<file path="config.mk">
export PLATFORM = sky130hd
export DESIGN_NAME = alu_dword_sequencer
export DESIGN_NICKNAME = d
export VERILOG_FILES = /design/src/rtl/alu_pkg.sv /design/src/rtl/alu.sv /design/src/rtl/alu_dword_sequencer.sv
export SDC_FILE = /design/constraint.sdc
export NUM_CORES = 1
export LEC_CHECK = 0
export CAP_MARGIN = 15
export CORE_MARGIN = 1.5
export CORE_UTILIZATION = 30
export DETAILED_ROUTE_END_ITERATION = 6
export GPL_ROUTABILITY_DRIVEN = 0
export PLACE_DENSITY = 0.58
export REMOVE_ABC_BUFFERS = 1
export SLEW_MARGIN = 20
export SYNTH_ARGS = -nofsm -noshare
export SYNTH_HDL_FRONTEND = slang
export SYNTH_SLANG_ARGS = --single-unit
</file>
<file path="constraint.sdc">
create_clock -name clk -period 21 [get_ports clk]
set_input_delay 3.15 -clock clk [delete_from_list [all_inputs] [get_ports clk]]
set_output_delay 3.15 -clock clk [all_outputs]
set_load 0.05 [all_outputs]
</file>
<file path="src/rtl/alu_pkg.sv">
// Shared definitions for the 32-bit ALU and the double-word sequencer that drives it.
package alu_pkg;

  localparam logic [3:0] ALU_ADD = 4'h0;
  localparam logic [3:0] ALU_ADC = 4'h1;
  localparam logic [3:0] ALU_SUB = 4'h2;
  localparam logic [3:0] ALU_SBC = 4'h3;

  typedef enum logic [1:0] {
    DW_ADD = 2'b00,
    DW_SUB = 2'b01,
    DW_CMP = 2'b10,
    DW_RSV = 2'b11
  } dw_op_e;

  typedef enum logic [1:0] {
    ST_IDLE = 2'b00,
    ST_LOW  = 2'b01,
    ST_HIGH = 2'b10,
    ST_DONE = 2'b11
  } dw_state_e;

endpackage

</file>
<file path="src/rtl/alu.sv">
// Combinational 32-bit ALU: add/adc/sub/sbc with ARM-style carry (subtract C=1 means no borrow).
module alu
  import alu_pkg::*;
(
  input  logic [31:0] a,
  input  logic [31:0] b,
  input  logic [3:0]  op,
  input  logic        cin,
  output logic [31:0] y,
  output logic        cout,
  output logic        v
);

  logic [31:0] b_eff;
  logic        c_eff;
  logic [32:0] sum;

  always_comb begin
    b_eff = b;
    c_eff = 1'b0;
    case (op)
      ALU_ADD: begin b_eff = b;  c_eff = 1'b0; end
      ALU_ADC: begin b_eff = b;  c_eff = cin;  end
      ALU_SUB: begin b_eff = ~b; c_eff = 1'b1; end
      ALU_SBC: begin b_eff = ~b; c_eff = cin;  end
      default: begin b_eff = b;  c_eff = 1'b0; end
    endcase
    // Subtraction is A + ~B + carry, so the carry-out is the inverted borrow.
    sum  = {1'b0, a} + {1'b0, b_eff} + {32'd0, c_eff};
    y    = sum[31:0];
    cout = sum[32];
    v    = (a[31] == b_eff[31]) && (y[31] != a[31]);
  end

endmodule

</file>
<file path="src/rtl/alu_dword_sequencer.sv">
// Runs 64-bit ADD/SUB/CMP as two passes through the 32-bit ALU, low word first,
// chaining the carry into the high-word pass; latches result and NZCV on completion.
module alu_dword_sequencer
  import alu_pkg::*;
(
  input  logic        clk,
  input  logic        reset,
  input  logic        start,
  input  logic [1:0]  op,
  input  logic [63:0] a,
  input  logic [63:0] b,
  output logic        busy,
  output logic        done,
  output logic        err,
  output logic [63:0] result,
  output logic        C,
  output logic        N,
  output logic        V,
  output logic        Z,
  output dw_state_e   dbg_state
);

  // Handshake: start is sampled on a rising edge only while busy=0 (IDLE or DONE);
  // an accepted op completes with a one-cycle done exactly three edges later, a
  // reserved op gives a one-cycle err on the next cycle, and start while busy is dropped.

  dw_state_e   state, state_nxt;
  logic [63:0] a_q, b_q;
  dw_op_e      op_q;
  logic [31:0] lo_q;
  logic        c_q;
  logic        accept, reject;

  logic [31:0] alu_a, alu_b, alu_y;
  logic [3:0]  alu_op;
  logic        alu_cin, alu_c, alu_v;

  assign dbg_state = state;

  always_comb begin
    state_nxt = state;
    busy      = 1'b0;
    done      = 1'b0;
    accept    = 1'b0;
    reject    = 1'b0;
    alu_a     = a_q[31:0];
    alu_b     = b_q[31:0];
    alu_op    = ALU_ADD;
    alu_cin   = 1'b0;
    case (state)
      ST_IDLE, ST_DONE: begin
        done      = (state == ST_DONE);
        state_nxt = ST_IDLE;
        if (start) begin
          if (op == DW_RSV) begin
            reject = 1'b1;
          end else begin
            accept    = 1'b1;
            state_nxt = ST_LOW;
          end
        end
      end
      ST_LOW: begin
        busy      = 1'b1;
        alu_op    = (op_q == DW_ADD) ? ALU_ADD : ALU_SUB;
        state_nxt = ST_HIGH;
      end
      ST_HIGH: begin
        busy      = 1'b1;
        alu_a     = a_q[63:32];
        alu_b     = b_q[63:32];
        alu_op    = (op_q == DW_ADD) ? ALU_ADC : ALU_SBC;
        alu_cin   = c_q;
        state_nxt = ST_DONE;
      end
      default: state_nxt = ST_IDLE;
    endcase
  end

  always_ff @(posedge clk or posedge reset) begin
    if (reset) state <= ST_IDLE;
    else       state <= state_nxt;
  end

  always_ff @(posedge clk or posedge reset) begin
    if (reset) begin
      a_q    <= '0;
      b_q    <= '0;
      op_q   <= DW_ADD;
      lo_q   <= '0;
      c_q    <= 1'b0;
      err    <= 1'b0;
      result <= '0;
      C      <= 1'b0;
      N      <= 1'b0;
      V      <= 1'b0;
      Z      <= 1'b0;
    end else begin
      err <= reject;
      if (accept) begin
        a_q  <= a;
        b_q  <= b;
        op_q <= dw_op_e'(op);
      end
      if (state == ST_LOW) begin
        lo_q <= alu_y;
        c_q  <= alu_c;
      end
      // Flags and result only ever change on the HIGH->DONE edge; CMP leaves result alone.
      if (state == ST_HIGH) begin
        C <= alu_c;
        V <= alu_v;
        N <= alu_y[31];
        Z <= (lo_q == 32'd0) && (alu_y == 32'd0);
        if (op_q != DW_CMP) result <= {alu_y, lo_q};
      end
    end
  end

  alu u_alu (
    .a    (alu_a),
    .b    (alu_b),
    .op   (alu_op),
    .cin  (alu_cin),
    .y    (alu_y),
    .cout (alu_c),
    .v    (alu_v)
  );

endmodule

</file>
==> flow_summary.ini, run 1 <==
[detailed_routing]
firstDrtPassIters = 4
wl_per_cell_um = 18.36
viasPerCell = 4.818
drt-initial-drc-count = 308
drt_wl_total_um = 31220
antenna_left = 0
via_count = 8195
route.detailed.drc = 0

[worst_setup_path]
crit_required_ps = 21460
cp_cell_sequence = inv_1, ha_2, o22ai_1, nor2_4, buf_4, xnor2_1, fa_1, a211oi_1, o21ai_0, a41o_1, or4_1, a32oi_1, nand4_1, nor4b_1, or4b_1, o31ai_2
critPathTopFamily = compound AO/OA/AOI/OAI gates
crit_type = reg -> reg
max_stage_delay_ps = 860
critPathArrivalTime_ps = 6440
worstSetupEndpointType = flop
slowest_stage = ha_2
crit_path_max_fanout = 41
crit_buf_inv = 2
crit_path_start_kind = flop

[sta]
min_period_ps = 5980
fin_skew_ps = 15.27
finalSetupViolCount = 0
tightest_slew_ps = 1026
max_freq_ghz = 0.1672
fin_crit_sh_pct = 28.47
hold_viol_final = 0
slew_headroom_pct = 31.61
timing.final.max_slew_violations = 0
rsz0062_at_grt = no
tns_ps = 0

[global_route]
antenna_found_initial = 0
grtUsageMet2_pct = 24.90
grt_first_pass_wirelength_um = 48810
grt-ovfl-total = 0
grt_usage_pct = 15.37
gr-max-usage-layer = met2
grt_util_met1_pct = 21.04
grt_max_degree = 98
first_global_vias = 8333
grtUsageMet3_pct = 3.094

[final_layout]
area_growth_pct = 29.60
nets = 1332
fillCellCount = 3783
diodes = 0
final_layout_size_suffix_gt1_share_pct = 25.44

[clock_network]
cts_sinks = 234
cts-resized-gates = 0
cts_made_buffers = 29
htree_levels = 1
cts_tree = built
worstSkewPairLatency_ps = 560
clk_path_buf_depth = 3
cts.reportedPaths.clkPinSlew_ps = 60
hold_buffers = 0
postCtsSetupBuffers = 0
ctsRootBufferMaster = clkbuf_16

[floorplanning]
io_pins = 206
die_x_um = 201.4
initial_core_util_pct = 30.47
die_h_um = 201.4
rows = 72
die_area_sq_um = 40550
coreArea_sq_um = 38740

[synth]
synth-simple-area-share_pct = 7.091
synth_adder_area_share_pct = 4.049
ys_ff_latch = 234
synth_warnings = 0
synth_top_flop_cell = dfrtp_1
synth-seq-area-share_pct = 49.60
synth_top_cell_area_share_pct = 49.60
synth_mux_area_share_pct = 24.65
synth_compound_area_share_pct = 7.939
syn_inst = 970
ys_async_sr_fraction_pct = 100.0
synth_xor_area_share_pct = 3.858
synth_edf_count = 0
syn_avg_cell_area_sq_um = 12.17
yosys.cell_types.count = 73
yosys-top-cells-count = dfrtp_1, mux2_2, nand2_1, o21ai_0
synth_most_common_cell = dfrtp_1
synth_area_sq_um = 11810
yosys-top-cells-area = dfrtp_1, mux2_2, ha_1
synth_top_family_by_area = multiplexers
synth_area_leader_cell = dfrtp_1

[job]
drv_cap = 0

[placed_design]
dp_hpwl_um = 22780
portBuffers = 205

[hold_path]
hp-class = reg -> reg

[status]
outcome = completed
==> cell usage in the layout (no fill, tap or decap), drive strengths merged, types with 9 or more instances in the layout <==
master,n
dfrtp,234
mux2,222
clkdlybuf4s50,205
nand2,49
o21ai,49
xnor2,42
mux2i,41
clkbuf,39
ha,35
a21oi,34
nor2,34
inv,26
nand3,17
xor2,10
nand4,9
clkinv,9
==> flip-flops by register name (all words and copies together), names as in the netlist <==
| register | cells |
|---|---|
| Z | 1 |
| dbg_state | 2 |
| result | 64 |
| c_q | 1 |
| op_q | 2 |
| V | 1 |
| b_q | 64 |
| a_q | 64 |
| C | 1 |
| N | 1 |
| err | 1 |
| lo_q | 32 |
==> metrics by stage <==
stage,std cells,hold slack (ps),cell area [sq um],setup WS [ps],utilization [%]
finish,1701,481.6,15300,15020,39.50
global route,1701,510.3,15300,14610,39.50
CTS,1701,483.3,15300,14970,39.49
detailed placement,1649,470.8,14390,15000,37.14
global placement,1649,465.4,14390,15160,37.14
floorplan,919,474.0,11580,11430,-
==> final timing paths <==
kind,start,to,slack [ps],depth (start not counted)
max,dbg_state[1],Z,15020,16
min reg2reg,result[46],result[46],480,2
min,result[46],result[46],480,2
min in group asynchronous,reset,b_q[43],3100,2
max reg2reg,dbg_state[1],Z,15020,16
max in group asynchronous,reset,a_q[39],16630,3
==> area by class of cell <==
class	instances	area [sq um]	share of cell area [%]
clock buffers	39	823.3	5.381
clock inverters	13	85.08	0.5561
inverters	25	115.1	0.7524
multi-input cells	660	5664	37.02
flip-flops and latches	234	5856	38.27
well taps	518	648.1	4.236
repair buffers	212	2108	13.78
==> tightest hold or removal path, delay by kind of cell, from the launching register on <==
kind / cells / cell delay, ps
flops: 1 / 340
compound gates: 1 / 60
simple gates: 1 / 50
==> layer usage <==
| layer | wire (um) | vias up |
|---|---|---|
| li1 | - | 3879 |
| met1 | 14690 | 4102 |
| met2 | 14340 | 175 |
| met3 | 1642 | 39 |
| met4 | 549 | 0 |
| met5 | 0 | - |
==> kinds of logic after synthesis <==
kind of cell / Yosys count
AOI/OAI and AO/OA: 145
buffers and inverters: 76
xor gates and xnor gates: 52
adders and majority gates: 37
and+or+nand+nor: 163
DFF: 234
muxes: 263
Power of run 1 is left out: the tool's default activity adds up to more than one toggle a clock period on the data nets, which glitch-free logic cannot reach.
==> run 2, diff against run 1 <==
- PLACE_DENSITY: 0.58 -> 0.6
- clock period: 21 -> 5.39 ns (I/O delays scaled with it)
==> run 2 against run 1 <==
  * Clock skew grew 4.6 ps
  * Flip-flop and latch count is the same
  * Count of clock-buffer cells in the layout grew 4
  * Via count grew 0.74%
  * Register-to-register slack lost 15000 ps
  * First-iteration DRC count grew 19%
  * Critical path depth shrank 2
  * Hold slack lost 4.5 ps
  * Sequential share of layout area shrank 0.42 points
  * Die area is the same
==> flow_summary.ini, run 2 (synthesis results as in run 1) <==
[worst_setup_path]
crit_path_start_kind = flop
crit_type = reg -> reg
critPathArrivalTime_ps = 5410
crit_path_max_fanout = 22
crit_required_ps = 5850
worstSetupEndpointType = flop

[sta]
timing.final.max_slew_violations = 0
min_period_ps = 4955
tightest_slew_ps = 1012
slew_headroom_pct = 32.31
fin_crit_sh_pct = 91.93
fin_skew_ps = 19.91
max_freq_ghz = 0.2018
rsz0062_at_grt = no
hold_viol_final = 0
fin_hold_ws_ps = 477.2
setup_slack_ps = 435.1
finalSetupViolCount = 0

[floorplanning]
rows = 72
die_area_sq_um = 40550
initial_core_util_pct = 30.47
die_x_um = 201.4
die_h_um = 201.4
coreArea_sq_um = 38740
io_pins = 206

[final_layout]
final_cell_mix = dfrtp_1, mux2_2, clkdlybuf4s50_1
nets = 1338
diodes = 0
layout_commonest_cell = dfrtp_1
final_layout_size_suffix_gt1_share_pct = 25.88
reg.largest.list = a_q: 64 flops, b_q: 64 flops, result: 64 flops
stdcell_count = 1708
area_growth_pct = 31.03
design_area_sq_um = 15470

[detailed_routing]
antenna_left = 0
route.detailed.drc = 0
wl_per_cell_um = 18.59
drt-initial-drc-count = 366
firstDrtPassIters = 5
viasPerCell = 4.834
drt_wl_total_um = 31760
via_count = 8256

[placed_design]
dpl_cell_area_sq_um = 14480
portBuffers = 205
post-place-ws_ps = 310.9
dp_hpwl_um = 23280
dp_cells = 1655

[clock_network]
cts-resized-gates = 0
postCtsSetupBuffers = 0
hold_buffers = 0
cts_tree = built
cts.reportedPaths.clkPinSlew_ps = 60
cts_sinks = 234
clk_path_buf_depth = 3
ctsRootBufferMaster = clkbuf_16
htree_levels = 1
worstSkewPairLatency_ps = 560
cts_made_buffers = 28

[status]
outcome = completed

[global_route]
antenna_found_initial = 0
grt-ovfl-total = 0
first_global_vias = 8436
grt_usage_pct = 15.58
grt_first_pass_wirelength_um = 49450
grt_max_degree = 109

[hold_path]
hp-class = reg -> reg

[job]
drv_cap = 0
[run 2: changes by cell type in the layout (fill, tap and decap cells not counted), sizes merged]
cell	change
buf	+7
bufinv	+1
clkbuf	+4
clkinv	-2
clkinvlp	-1
inv	-2
[run 2: critical path: stages, from the launching register on]
cell       delay [ps]
dfrtp_1           420
inv_1             140
ha_4              420
buf_12            250
mux2_2            350
ha_1              380
a21oi_1           260
a2bb2oi_1         370
o22ai_1           160
a21o_1            220
or3_4             350
a211o_1           290
or4b_1            500
or4b_1            560
o31ai_2           180
[run 2: layer usage]
layer	share of wire (%)	vias to the layer above	GRT usage [%]
met5	0	-	0
met4	1.9	0	3.305
met3	5.7	37	3.580
met2	46	221	24.67
met1	46	4090	21.71
li1	-	3908	-
[run 2: path summary, 6_finish.rpt]
kind / start / cells after the start / endpoint / slack [ps]
min: result[36] / 2 / result[36] / 480
max: dbg_state[0] / 14 / Z / 440
min in group asynchronous: reset / 2 / b_q[43] / 770
max reg2reg: dbg_state[0] / 14 / Z / 440
max in group asynchronous: reset / 3 / b_q[28] / 3590
min reg2reg: result[36] / 2 / result[36] / 480
[run 2: area by class of cell]
cell class	instances	area (sq um)
clock buffers	43	878.3
clock inverters	9	87.58
fillers	3735	23270
inverters	25	115.1
multi-input cells	660	5664
flip-flops and latches	234	5856
well taps	518	648.1
repair buffers	219	2220
[run 2: through the flow]
step	setup TNS [ps]	utilization [%]
finish	0	39.93
global route	0	39.93
CTS	0	39.88
detailed placement	0	37.39
global placement	0	37.39
floorplan	-526080	-
Power of run 2 is left out for the same reason.
